File: src/rtl/baccarat_pkg.sv
`default_nettype none
// +----------------------------------------------------------------------+
// | Package    : baccarat_pkg                                            |
// | Description: Card code type, rank constants, point lookup and the    |
// |              dealer handshake state encoding.                        |
// | Revision   : 1.0 - initial release                                   |
// +----------------------------------------------------------------------+
package baccarat_pkg;

  typedef logic [3:0] card_t;

  localparam card_t CARD_BLANK = 4'd0;
  localparam card_t CARD_ACE   = 4'd1;
  localparam card_t CARD_TEN   = 4'd10;
  localparam card_t CARD_KING  = 4'd13;

  typedef enum logic [0:0] {
    IDLE = 1'b0,
    ACK  = 1'b1
  } deal_state_t;

  // Ace..9 count face value; ten and court cards (and blank) count zero.
  function automatic logic [3:0] card_points(input card_t card);
    if ((card >= CARD_ACE) && (card < CARD_TEN)) begin
      return card;
    end
    return 4'd0;
  endfunction

endpackage
`default_nettype wire

File: src/rtl/deck_counter.sv
`default_nettype none
// +----------------------------------------------------------------------+
// | Module     : deck_counter                                            |
// | Description: Free-running rank counter 1..MAX_RANK that wraps back   |
// |              to 1; never produces 0.                                 |
// | Revision   : 1.0 - initial release                                   |
// +----------------------------------------------------------------------+
module deck_counter
  import baccarat_pkg::*;
#(
  parameter int MAX_RANK = 13
) (
  input  logic  clock,
  input  logic  resetb,
  output card_t rank
);

  card_t r_rank;

  // Advance every edge, wrapping from the top rank back to the ace.
  always_ff @(posedge clock or negedge resetb) begin
    if (!resetb) begin
      r_rank <= CARD_ACE;
    end else if (r_rank >= card_t'(MAX_RANK)) begin
      r_rank <= CARD_ACE;
    end else begin
      r_rank <= r_rank + 4'd1;
    end
  end

  assign rank = r_rank;

endmodule
`default_nettype wire

File: src/rtl/hand_dealer.sv
`default_nettype none
// +----------------------------------------------------------------------+
// | Module     : hand_dealer                                             |
// | Description: Deals pseudo-random cards into a baccarat hand over a   |
// |              four-phase req/ack handshake and keeps the hand score.  |
// | Revision   : 1.0 - initial release                                   |
// +----------------------------------------------------------------------+
module hand_dealer
  import baccarat_pkg::*;
#(
  parameter int NUM_SLOTS = 3,
  parameter int CARD_W    = 4,
  parameter int MAX_RANK  = 13
) (
  input  logic                        clock,
  input  logic                        resetb,
  input  logic                        deal_req,
  input  logic                        clear_hand,
  output logic                        deal_ack,
  output logic                        deal_err,
  output logic [NUM_SLOTS*CARD_W-1:0] slot_card,
  output logic [1:0]                  card_count,
  output logic                        hand_full,
  output logic [3:0]                  score
);

  card_t                       w_rank;
  deal_state_t                 r_state;
  deal_state_t                 w_state_nxt;
  logic                        w_load;
  logic                        w_err;
  logic                        r_err;
  logic [NUM_SLOTS*CARD_W-1:0] r_slots;
  logic [1:0]                  r_count;
  logic [3:0]                  r_score;
  logic [4:0]                  w_sum;
  logic [3:0]                  w_mod;

  deck_counter #(
    .MAX_RANK (MAX_RANK)
  ) u_deck (
    .clock  (clock),
    .resetb (resetb),
    .rank   (w_rank)
  );

  assign hand_full = (r_count == 2'(NUM_SLOTS));

  // Handshake state register; reset aborts any in-flight handshake.
  always_ff @(posedge clock or negedge resetb) begin
    if (!resetb) begin
      r_state <= IDLE;
    end else begin
      r_state <= w_state_nxt;
    end
  end

  // Next state plus load/error decisions; clear suppresses a new request in IDLE.
  always_comb begin
    w_state_nxt = r_state;
    w_load      = 1'b0;
    w_err       = 1'b0;
    case (r_state)
      IDLE: begin
        if (deal_req && !clear_hand) begin
          if (hand_full) begin
            w_err = 1'b1;
          end else begin
            w_load = 1'b1;
          end
          w_state_nxt = ACK;
        end
      end
      ACK: begin
        if (!deal_req) begin
          w_state_nxt = IDLE;
        end
      end
      default: w_state_nxt = IDLE;
    endcase
  end

  // Point total of the current hand reduced mod 10 by subtraction (max 27).
  always_comb begin
    w_sum = 5'd0;
    for (int i = 0; i < NUM_SLOTS; i++) begin
      w_sum = w_sum + 5'(card_points(r_slots[i*CARD_W +: CARD_W]));
    end
    if (w_sum >= 5'd20) begin
      w_mod = 4'(w_sum - 5'd20);
    end else if (w_sum >= 5'd10) begin
      w_mod = 4'(w_sum - 5'd10);
    end else begin
      w_mod = 4'(w_sum);
    end
  end

  // Hand contents, fill count, score and the one-cycle full-hand error flag.
  always_ff @(posedge clock or negedge resetb) begin
    if (!resetb) begin
      r_slots <= '0;
      r_count <= 2'd0;
      r_score <= 4'd0;
      r_err   <= 1'b0;
    end else begin
      r_err <= w_err;
      if (clear_hand) begin
        r_slots <= '0;
        r_count <= 2'd0;
        r_score <= 4'd0;
      end else begin
        r_score <= w_mod;
        if (w_load) begin
          for (int i = 0; i < NUM_SLOTS; i++) begin
            if (r_count == i[1:0]) begin
              r_slots[i*CARD_W +: CARD_W] <= w_rank;
            end
          end
          r_count <= r_count + 2'd1;
        end
      end
    end
  end

  assign deal_ack   = (r_state == ACK);
  assign deal_err   = r_err;
  assign slot_card  = r_slots;
  assign card_count = r_count;
  assign score      = r_score;

endmodule
`default_nettype wire

File: config.mk
export PLATFORM = sky130hd
export DESIGN_NAME = hand_dealer
export DESIGN_NICKNAME = d
export VERILOG_FILES = /design/src/rtl/baccarat_pkg.sv /design/src/rtl/deck_counter.sv /design/src/rtl/hand_dealer.sv
export SDC_FILE = /design/constraint.sdc
export NUM_CORES = 1
export LEC_CHECK = 0
export CAP_MARGIN = 10
export CELL_PAD_IN_SITES_DETAIL_PLACEMENT = 2
export CELL_PAD_IN_SITES_GLOBAL_PLACEMENT = 2
export CORE_MARGIN = 2
export CORE_UTILIZATION = 29
export DETAILED_ROUTE_END_ITERATION = 16
export PLACE_DENSITY_LB_ADDON = 0.1
export SYNTH_ARGS = -nofsm -noshare
export SYNTH_HDL_FRONTEND = slang
export SYNTH_SLANG_ARGS = --single-unit
export TNS_END_PERCENT = 20
File: constraint.sdc
create_clock -name clock -period 2.8 [get_ports clock]
set_input_delay 0.56 -clock clock [delete_from_list [all_inputs] [get_ports clock]]
set_output_delay 0.56 -clock clock [all_outputs]
set_load 0.05 [all_outputs]
---- Word-level counts from Yosys, hierarchy flattened ----
Index checks and enable logic that the tools add are counted.
Widths: inputs -> output; s select.
word-level totals
  flip-flop bits (word level) ............. 24
  input bits .............................. 4
  output and inout port bits .............. 21
  word-level logic and storage cells ...... 69
operators by class
  add/sub/neg operators ................... 6
  order comparisons ....................... 9
  equality and inequality tests ........... 3
  muxes and demuxes ....................... 29
  bitwise operators ....................... 1
  reductions and logical operators ........ 13
operators with widths
  cell                 count
  $mux 4               13
  $mux 12              2
  $ge 4x1->1 const B   3
  $lt 4x4->1 const B   3
  $mux 1               11
  $reduce_bool 2->1    4
  $reduce_and 2->1     3
  $add 4x4->5          1
  $add 5x4->5          1
  $ge 5x4->1 const B   1
  $ge 5x5->1 const B   1
  $add 4x1->4 const B  1
  $eq 2x2->1 const B   2
  $ge 4x4->1 const B   1
  $logic_and 1x1->1    4
  $mux 2               2
  $sub 4x3->4 const B  1
  $sub 4x4->4 const B  1
  $add 2x1->2 const B  1
  $eq 2x1->1 const B   1
  $logic_not 2->1      1
  $pmux 1 s2           1
  $logic_not 1->1      1
  $not 1->1            1

---- Logic depth before layout (Yosys ltp) ----
Gate-level depths: netlist (run 1).
  word-level depth ........................ 10
  mapped depth ............................ 13
  depth with buffers taken out ............ 13

---- Hierarchy ----
From an unflattened synthesis (run 1), not the netlist that was laid out.
unflattened totals
  cells, all modules ...................... 163
  area total of the unflattened synthesis .. 1,498.9 um^2
modules (own cells, without submodules)
  module        times used  cells an instance  area each (um^2)  sequential area each (um^2)
  hand_dealer   1           143                1,276.2           500.5
  deck_counter  1           20                 222.7             101.3

---- Worst setup path after synthesis (run 1) ----
No wires, ideal clock.
  path kind ............................... reg2reg
  start point ............................. register r_slots[5] (netlist: slot_card[5])
  end point ............................... register r_score[1] (netlist: score[1])
  library setup time ...................... 65 ps
  data arrival time ....................... 3,289 ps
  data required time ...................... 2,735 ps
  path slack .............................. -554 ps
  cell stages (with the launch flop) ...... 11
  path buffers ............................ 0
  period minus slack after synthesis ...... 3,354 ps
  cell sequence ........................... dfrtp_1 nor2b_1 fa_1 ha_1 fa_1 inv_1 ha_1 a21boi_0 or3_1 a211o_1 nand2_1
on the way
  longest elaborated chain between the ends .. 10
  elaborated cells between the ends (all ways) .. 15
  those cells by class .................... 4 x add/sub; 4 x order compare; 6 x mux; 1 x reduce/logical
RTL lines
  element                                           RTL line                              source
  start: declaration                                hand_dealer.sv:33                     logic [NUM_SLOTS*CARD_W-1:0] r_slots;
  start signal: indexed assignment                  hand_dealer.sv:116                    r_slots[i*CARD_W +: CARD_W] <= w_rank;
  $ge 4x1->1 / $lt 4x4->1 (equally long branches)   baccarat_pkg.sv:24                    if ((card >= CARD_ACE) && (card < CARD_TEN)) begin
  $logic_and 1x1->1                                 baccarat_pkg.sv:24
  $mux 1                                            baccarat_pkg.sv:24
  $mux 4 *                                          baccarat_pkg.sv:27                    return 4'd0;
  $add 4x4->5 *                                     hand_dealer.sv:87                     w_sum = w_sum + 5'(card_points(r_slots[i*CARD_W +: CARD_W]));
  $add 5x4->5 *                                     hand_dealer.sv:87
  $sub 4x4->4 / $ge 5x4->1 (equally long branches)  hand_dealer.sv:92, hand_dealer.sv:91
  $mux 4                                            hand_dealer.sv:91                     end else if (w_sum >= 5'd10) begin
  $mux 4 *                                          hand_dealer.sv:89                     if (w_sum >= 5'd20) begin
  $mux 4 *                                          hand_dealer.sv:107                    if (clear_hand) begin
  end signal: assignment                            hand_dealer.sv:112                    r_score <= w_mod;
  end: declaration                                  hand_dealer.sv:35                     logic [3:0] r_score;
Mark *: on every way between the ends. The rest lies on a longest branch, timed or not. The select of a mux whose other input is x is not followed.
A chain may end at the register's enable or synchronous reset.

---- Worst setup path after layout (run 1) ----
  start point ............................. register r_slots[2] (netlist: slot_card[2])
  end point ............................... register r_score[3] (netlist: score[3])
The elaborated chain is that of the path after synthesis.

==> summary.txt, run 1 <==
Status
  • Status: finished, violations left
  • Violated checks: negative setup slack

Layout
  • Most frequent cells in the layout: nand2_1, clkdlybuf4s50_1, buf_4
  • Diode count: 0
  • FF+latch area: 612 µm²
  • Fraction of layout cells with a size suffix above 1: 25.1%
  • Most common cell after layout, fill and taps aside: nand2_1
  • Nets@finish: 238
  • Area of the multi-input gates: 935 µm²
  • P&R area growth vs syn: 42.5%
  • Fill cell count: 569
  • Layout Cells excl Fill: between 200 and 300

Floorplan
  • Initial Utilization: between 20% and 30%
  • Row count: 26
  • Die Ht: 76.4 µm
  • Chip width: 76.4 µm
  • Ports: 25
  • Core area: 5070 µm²
  • Die area: 5830 µm²

Clocking
  • Clk root buf: clkbuf_8
  • Clock Path Buffers: 2
  • Worst-path clk slew: 0.09 ns
  • H-tree levels: 1
  • Num CTS Buffers: 3
  • CTS tree: built
  • Clk sink count: 24
  • Clock Latency Late Sink: 0.28 ns

Logic synthesis
  • Synth warn: 0
  • Syn avg cell area: between 9 and 10 µm²
  • Largest cells by area after synthesis: dfrtp_1, ha_1, fa_1
  • Synthesis-stage register bit count: 24
  • Synthesized area: 1520 µm²
  • Net Count, Synth: 188
  • Synth area leader: dfrtp_1
  • Share of the synthesized area in the top cell type: 37.9%
  • Sequential area share after synthesis: 39.6%
  • Number of distinct library cells after synthesis: 35
  • Mapped Cells: 166

STA
  • Minimum clock period: 2.98 ns
  • Worst slew margin: between 60% and 70%
  • Setup violations, final: 3
  • Final Skew: 0.0103 ns
  • Worst Max-Slew Pin Slew: 0.516 ns
  • RSZ-0062 raised after global routing: true
  • Final Cycle Share: 106%
  • Final worst slack: -0.180 ns
  • Final hold slack: 0.519 ns
  • Final hold vios: 0
  • Slew Viols, Final: 0
  • Max Clk Rate: 336 MHz

Placement
  • Final HPWL DP: about 3600 µm
  • Placed Cells: 279
  • Placer congestion estimate: 0.803
  • # port buffers: 24

Hold path
  • Hold Path Class: register to register
  • Worst hold start: u_deck.rank[0]

Power
  • Total power: 0.785 mW
  • Sequential share of power: 46.6%
  • Cell area power density: 363 nW/µm²
  • Switch Pwr: about 0.23 mW
  • Internal power: 0.551 mW
  • Logic pwr share: 22.3%
  • Clock network power share: 31.1%
  • Pleak: 0.902 nW
  • Sw frac: a little under 30%
  • VDD IR max: 225 µV

Detailed routing
  • DRC viols: 0
  • DR vias: 1376
  • Drt pass-1 iters: 4
  • Detail Route Antenna Nets: 0
  • Total Wirelength: 4520 µm
  • Iteration-0 DRC count of the detailed router: 12
  • Vias per cell: ~4.8
  • Drt wl/cell: 15.9 µm

Run
  • # Max-Cap Violations: 0

Worst setup path
  • CP Launch Point: slot_card[2]
  • Startpoint Class: register
  • Reg2reg start: slot_card[2]
  • Critical setup path kind: register to register
  • WP data arrival: around 3.2 ns
  • Worst Path Required: around 3.0 ns
  • Crit Path Max Fanout: 4
  • Crit. End Element: register

Global route
  • Overflow after GRT: 0
  • Global-route wire length before repair: 7710 µm
  • Pin count of the biggest net entering global routing: 25
  • Initial antenna violation count: 0
  • Vias in the first global route: 1548
  • Gr usage total: 16.8%
## metal layers
layer  global-route usage (%)  up-vias  wire length [µm]
met4                     4.18        0                41
li1                         -      667                 -
met5                        0        -                 0
met1                     19.6      694              1920
met2                     32.2       11              2490
met3                     2.13        4                69
## cells by family (layout without fill, tap and decap cells)
group	after synthesis	in the layout	synth area share, %
AO/OA/AOI/OAI	37	37	14.7
XOR/XNOR	2	2	1.65
adder cells (fa/ha/maj)	18	18	17.3
buffers and inverters	17	66	4.20
flip-flops	24	24	39.6
AND/OR/NAND/NOR	68	68	22.5
## flip-flops by register name, indices dropped and copies added, names as in the netlist
name         count
score            4
deal_err         1
slot_card       12
u_deck.rank      4
card_count       2
deal_ack         1
## stage by stage
stage	setup TNS [ns]	util (%)	cell area [µm²]	setup slack, ns
5_1_grt	-0.929	42.7	2160	-0.335
6_report	-0.458	42.7	2160	-0.180
2_1_floorplan	-0.646	-	1590	-0.259
3_3_place_gp	-0.251	40.7	2070	-0.0958
4_1_cts	-0.459	42.7	2160	-0.165
3_5_place_dp	-0.576	40.7	2070	-0.226
## power groups by stage
stage / Clock (mW) / Combinational, mW / Sequential, mW
CTS: 0.256 / 0.178 / 0.366
floorplan: 0 / 0.0678 / 0.404
global route: 0.267 / 0.192 / 0.368
global placement: 0 / 0.164 / 0.372
detailed placement: 0 / 0.170 / 0.373
finish: 0.244 / 0.175 / 0.366
## cells in the mapped netlist, drive strengths merged
library cell  number
nor3b              1
a21oi             17
fa                 5
nor2b              3
xnor2              1
a21o               1
nand2b             5
inv               14
and2               1
nand2             25
nor4               3
nor4b              2
o21a               1
and3b              2
nor2               8
a21boi             2
o22ai              2
dfstp              1
o41ai              1
a311o              1
nand3             14
dfrtp             23
ha                13
o31a               1
a211o              1
o21ai              6
o211ai             1
xor2               1
nor3               1
clkbuf             3
or3                2
or2                1
a211oi             3
## area by class of cell
class | instances | share of cell area (%)
Multi-Input combinational cell | 125 | 43.2
Sequential cell | 24 | 28.3
Timing Repair Buffer | 48 | 19.4
Tap cell | 70 | 4.05
Clock buffer | 4 | 2.54
Inverter | 14 | 2.54
## timing repair
item | in CTS | in global routing
setup buffers | 2 | 0
hold buffers | 0 | 0
gates resized for setup | 4 | 0
pin swaps | 2 | 0
setup endpoints to repair | 3 | 3
## critical path, stage by stage, from the launching register on
cell      delay (ns)
dfrtp_2         0.41
buf_4           0.15
nor2_1          0.13
nand2_1         0.11
fa_1            0.55
inv_1           0.07
ha_4            0.28
xor2_2          0.18
inv_2           0.06
ha_1            0.33
nand2b_1        0.13
a21oi_1         0.05
a311o_1         0.28
a21oi_1         0.16
## final timing paths
check | slack, ns | depth (start not counted) | end
max | -0.18 | 13 | score[3]
min | 0.52 | 1 | u_deck.rank[0]
max reg2reg | -0.18 | 13 | score[3]
min reg2reg | 0.52 | 1 | u_deck.rank[0]
max in group asynchronous | 1.85 | 2 | u_deck.rank[0]
min in group asynchronous | 0.66 | 2 | u_deck.rank[2]
Power figures use the tool's default switching activity.
==> run 2, diff against run 1 <==
--- a/config.mk
+++ b/config.mk
@@ -12,6 +12,7 @@
 export CORE_UTILIZATION = 29
 export DETAILED_ROUTE_END_ITERATION = 16
 export PLACE_DENSITY_LB_ADDON = 0.1
+export SKIP_CTS_REPAIR_TIMING = 1
 export SYNTH_ARGS = -nofsm -noshare
 export SYNTH_HDL_FRONTEND = slang
 export SYNTH_SLANG_ARGS = --single-unit
==> run 2 against run 1 <==
Compared with the run above:
- combinational power grew 3%
- utilization grew 0.81 points
- flip-flop and latch count is the same
- the run still ends with negative setup slack left
- sequential power is essentially flat
- clock-buffer cell count is the same
- worst setup slack lost 0.036 ns
- final cell count shrank 0.70%
- highest routed layer unchanged
- total power grew 0.68%
==> summary.txt, run 2 (same netlist as run 1, synthesis figures left out) <==
Status
  • Status: finished, violations left
  • Violated checks: negative setup slack

Global route
  • Overflow after GRT: 0
  • Vias in the first global route: 1532
  • Gr usage total: between 10% and 20%
  • Initial antenna violation count: 0
  • Global-route wire length before repair: 7600 µm
  • Pin count of the biggest net entering global routing: 25

Worst setup path
  • Crit Path Max Fanout: 5
  • WP depth: 10
  • Worst Path Buf+Inv: 2
  • CP cell instances: nand2b_4, fa_1, inv_2, fa_2, inv_4, ha_4, a21boi_4, or3_4, a211oi_4, nor4b_2
  • Worst Path Required: between 2 and 3 ns
  • Largest stage delay on the critical path: 0.64 ns
  • Critical R2R Capture: score[2]
  • WP data arrival: 3.16 ns
  • Reg2reg start: slot_card[7]
  • Critical setup path kind: register to register
  • Worst reg-to-reg path cell count: 10
  • Worst reg-to-reg setup slack: -0.22 ns
  • Slowest-stage cell, CP: fa_2
  • Crit. End Element: register
  • Startpoint Class: register
  • Largest delay share family, worst path: adder cells

Detailed routing
  • Detail Route Antenna Nets: 0
  • Drt pass-1 iters: 4
  • Drt wl/cell: 16.1 µm
  • Vias per cell: 4.84
  • Total Wirelength: 4550 µm
  • DR vias: 1369
  • Iteration-0 DRC count of the detailed router: 8
  • DRC viols: 0

Layout
  • Max reg flops: 12
  • Area of the multi-input gates: 991 µm²
  • Most common cell after layout, fill and taps aside: nand2_1
  • Fill cell count: 564
  • Nets@finish: 236
  • Most frequent cells in the layout: nand2_1, clkdlybuf4s50_1, buf_4
  • FF+latch area: 612 µm²
  • P&R area growth vs syn: 45.2%
  • Fraction of layout cells with a size suffix above 1: 26.8%
  • Diode count: 0

Power
  • Pleak: 0.913 nW
  • Cell area power density: 358 nW/µm²
  • VDD IR max: 225 µV
  • Total power: approximately 0.8 mW

Hold path
  • Worst hold start: u_deck.rank[0]
  • Hold Path Class: register to register
  • Hold path depth: 1
  • WHS Endpoint: u_deck.rank[0]

STA
  • Final hold vios: 0
  • Final Cycle Share: 108%
  • Max Clk Rate: ~330 MHz
  • Final worst slack: -0.216 ns
  • Final Skew: 0.00931 ns
  • RSZ-0062 raised after global routing: true
  • Setup violations, final: 3
  • Final hold slack: 0.521 ns
  • Slew Viols, Final: 0
  • Worst slew margin: between 60% and 70%
  • Worst Max-Slew Pin Slew: around 0.52 ns
  • Minimum clock period: ~3.0 ns

Placement
  • Placer congestion estimate: approximately 0.80
  • Final HPWL DP: 3600 µm
  • # port buffers: 24
  • Placement Setup Slack: -0.226 ns

Clocking
  • H-tree levels: 1
  • Clock Path Buffers: 2
  • CTS tree: built
  • Worst-path clk slew: 0.09 ns
  • Clk sink count: 24
  • Clock Latency Late Sink: ~0.27 ns
  • Clk root buf: clkbuf_8
  • Num CTS Buffers: 3

Floorplan
  • Ports: 25
  • Row count: 26
  • Die Ht: 76.4 µm
  • Chip width: 76.4 µm
  • Core area: 5070 µm²
  • Initial Utilization: between 20% and 30%
  • Die area: slightly below 6000 µm²

Run
  • # Max-Cap Violations: 0
## run 2: cell count changes in the layout (fill, tap and decap cells not counted), sizes merged
cell / before / now
buf: 24 / 22
## run 2: layout make-up
cell class	instances	area share [%]
Inverter	14	2.50
Sequential cell	24	27.7
Clock buffer	4	2.50
Multi-Input combinational cell	125	44.9
Timing Repair Buffer	46	18.4
Tap cell	70	3.97
## run 2: per-stage QoR
step           TNS, ns  instance area (µm²)  instances  util, %
2_1_floorplan   -0.646                 1590        166        -
3_3_place_gp    -0.251                 2070        279     40.7
3_5_place_dp    -0.576                 2070        279     40.7
4_1_cts         -0.636                 2120        283     41.8
5_1_grt         -0.790                 2210        283     43.5
6_report        -0.475                 2210        283     43.5
## run 2: layer usage
| layer | wire length, µm | track usage (%) | vias up | share of wire (%) |
|---|---|---|---|---|
| li1 | - | - | 661 | - |
| met1 | 1930 | 19.3 | 691 | 42 |
| met2 | 2500 | 31.4 | 13 | 55 |
| met3 | 80 | 2.13 | 4 | 1.8 |
| met4 | 41 | 4.18 | 0 | 0.90 |
| met5 | 0 | 0 | - | 0 |
## run 2: where the power goes
group | leakage (nW) | internal [mW] | total, mW | switching (mW)
logic | 0.579 | 0.0721 | 0.180 | 0.108
clock network | 0.0288 | 0.126 | 0.244 | 0.118
registers | 0.305 | 0.356 | 0.366 | 0.0104
## run 2: worst max path at each step
stage	slack [ns]	start	end
5_1_grt	-0.30	slot_card[3]	score[2]
3_5_place_dp	-0.23	slot_card[2]	score[3]
4_1_cts	-0.25	slot_card[1]	score[3]
3_3_place_gp	-0.1	slot_card[5]	score[2]
2_1_floorplan	-0.26	slot_card[5]	score[2]
6_report	-0.22	slot_card[7]	score[2]
==> run 3, diff against run 2 <==
--- a/config.mk
+++ b/config.mk
@@ -12,6 +12,7 @@
 export CORE_UTILIZATION = 29
 export DETAILED_ROUTE_END_ITERATION = 16
 export PLACE_DENSITY_LB_ADDON = 0.1
+export RECOVER_POWER = 25
 export SKIP_CTS_REPAIR_TIMING = 1
 export SYNTH_ARGS = -nofsm -noshare
 export SYNTH_HDL_FRONTEND = slang
==> run 3 against run 2 <==
Compared with the run above:
- the flow still finishes with violations (negative setup slack)
- clock skew is essentially flat
- global-route usage is the same
- sequential power is essentially flat
- worst setup slack is essentially flat
- combinational power is essentially flat
- critical path type unchanged
- largest cell class unchanged
==> summary.txt, run 3 (same netlist as run 1, synthesis figures left out) <==
STA
  • Worst Max-Slew Pin Slew: 1.37 ns
  • Final hold vios: 0
  • Slew Viols, Final: 0
  • Sum Neg Setup Slack: -0.475 ns
  • Final worst slack: -0.217 ns
  • Worst slew margin: 8.42%
  • Final Skew: 0.00941 ns
  • Setup violations, final: 3
  • RSZ-0062 raised after global routing: true
  • Max Clk Rate: 332 MHz
  • Final Cycle Share: 108%
  • Minimum clock period: between 3 and 4 ns

Placement
  • Dpl cell area: slightly above 2000 µm²
  • # port buffers: 24
  • Placer congestion estimate: around 0.80
  • Final HPWL DP: approximately 3600 µm

Clocking
  • Worst-path clk slew: 0.09 ns
  • CTS tree: built
  • H-tree levels: 1
  • Num CTS Buffers: 3
  • Clock Path Buffers: 2
  • Clk sink count: 24
  • Clk root buf: clkbuf_8
  • Clock Latency Late Sink: 0.27 ns

Power
  • Internal power: 0.553 mW
  • VDD IR max: 226 µV
  • Cell area power density: 358 nW/µm²
  • Sw frac: 29.9%
  • Clock network power share: 30.9%
  • Pleak: a little over 0.9 nW
  • Switch Pwr: between 0.2 and 0.25 mW
  • Sequential share of power: 46.4%
  • Logic pwr share: 22.7%

Detailed routing
  • Drt pass-1 iters: 4
  • Drt wl/cell: approximately 16 µm
  • DRC viols: 0
  • Iteration-0 DRC count of the detailed router: 8
  • DR vias: 1370
  • Total Wirelength: ~4500 µm
  • Detail Route Antenna Nets: 0
  • Vias per cell: roughly 4.8

Floorplan
  • Row count: 26
  • Die Ht: 76.4 µm
  • Chip width: 76.4 µm
  • Ports: 25
  • Initial Utilization: between 20 and 30%
  • Core area: between 5000 and 6000 µm²
  • Die area: 5830 µm²

Status
  • Status: finished, violations left
  • Violated checks: negative setup slack

Global route
  • Overflow after GRT: 0
  • Pin count of the biggest net entering global routing: 25
  • Global-route wire length before repair: 7600 µm
  • Vias in the first global route: ~1500
  • Initial antenna violation count: 0
  • Gr usage total: 16.5%

Worst setup path
  • CP cell instances: nand2b_4, fa_1, inv_2, fa_2, inv_4, ha_4, a21boi_4, or3_4, a211oi_4, nor4b_2
  • Startpoint Class: register
  • Largest delay share family, worst path: adder cells
  • Crit Path Max Fanout: 5
  • WP data arrival: 3.16 ns
  • CP Launch Point: slot_card[7]
  • WP depth: 10
  • Crit. End Element: register
  • Worst reg-to-reg path cell count: 10
  • Critical setup path kind: register to register
  • Worst Path Buf+Inv: 2
  • Slowest-stage cell, CP: fa_2
  • Worst Path Required: between 2 and 3 ns
  • Largest stage delay on the critical path: 0.64 ns
  • Reg2reg start: slot_card[7]

Hold path
  • Worst hold start: u_deck.rank[0]
  • Hold path depth: 1
  • Hold Path Class: register to register

Layout
  • Most common cell after layout, fill and taps aside: nand2_1
  • Final Cell Area: 2200 µm²
  • Fraction of layout cells with a size suffix above 1: 26.3%
  • Final core area utilization: about 43%
  • Nets@finish: 236
  • Diode count: 0
  • P&R area growth vs syn: 45.0%
  • Most frequent cells in the layout: nand2_1, clkdlybuf4s50_1, buf_4
  • Max reg flops: 12

Run
  • # Max-Cap Violations: 0
==> run 3: worst paths after layout <==
check                            endpoint  slack, ns
setup / recovery                 score[2]      -0.22
hold / removal             u_deck.rank[0]       0.52
setup reg to reg                 score[2]      -0.22
hold reg to reg            u_deck.rank[0]       0.52
max in group asynchronous    slot_card[9]       0.76
min in group asynchronous  u_deck.rank[3]       1.13
==> run 3: final cells by class <==
class / count / area, µm²
Sequential cell: 24 / 612
Multi-Input combinational cell: 125 / 991
Fill cell: 566 / 2870
Timing Repair Buffer: 46 / 402
Tap cell: 70 / 87.6
Clock buffer: 4 / 55.1
Inverter: 14 / 55.1
==> run 3: per-stage QoR <==
| stage | hold WS (ns) | std cells | setup slack [ns] | power, mW |
|---|---|---|---|---|
| floorplan | 0.264 | 166 | -0.259 | 0.472 |
| global placement | 0.490 | 279 | -0.0958 | 0.536 |
| detailed placement | 0.507 | 279 | -0.226 | 0.543 |
| CTS | 0.529 | 283 | -0.255 | 0.794 |
| global route | 0.539 | 283 | -0.298 | 0.832 |
| finish | 0.521 | 283 | -0.217 | 0.789 |
==> run 3: power groups by stage <==
stage               Sequential [mW]  Combinational [mW]  Clock, mW
global route                  0.368               0.197      0.267
floorplan                     0.404              0.0678          0
global placement              0.372               0.164          0
detailed placement            0.373               0.170          0
finish                        0.366               0.179      0.244
CTS                           0.366               0.171      0.256
==> run 3: metal layers <==
layer	share of wire [%]	wire (µm)	GRT usage [%]	up-vias
met3	1.8	80	2.13	4
li1	-	-	-	661
met1	42	1930	19.3	692
met4	0.90	41	4.18	0
met2	55	2500	31.4	13
met5	0	0	0	-
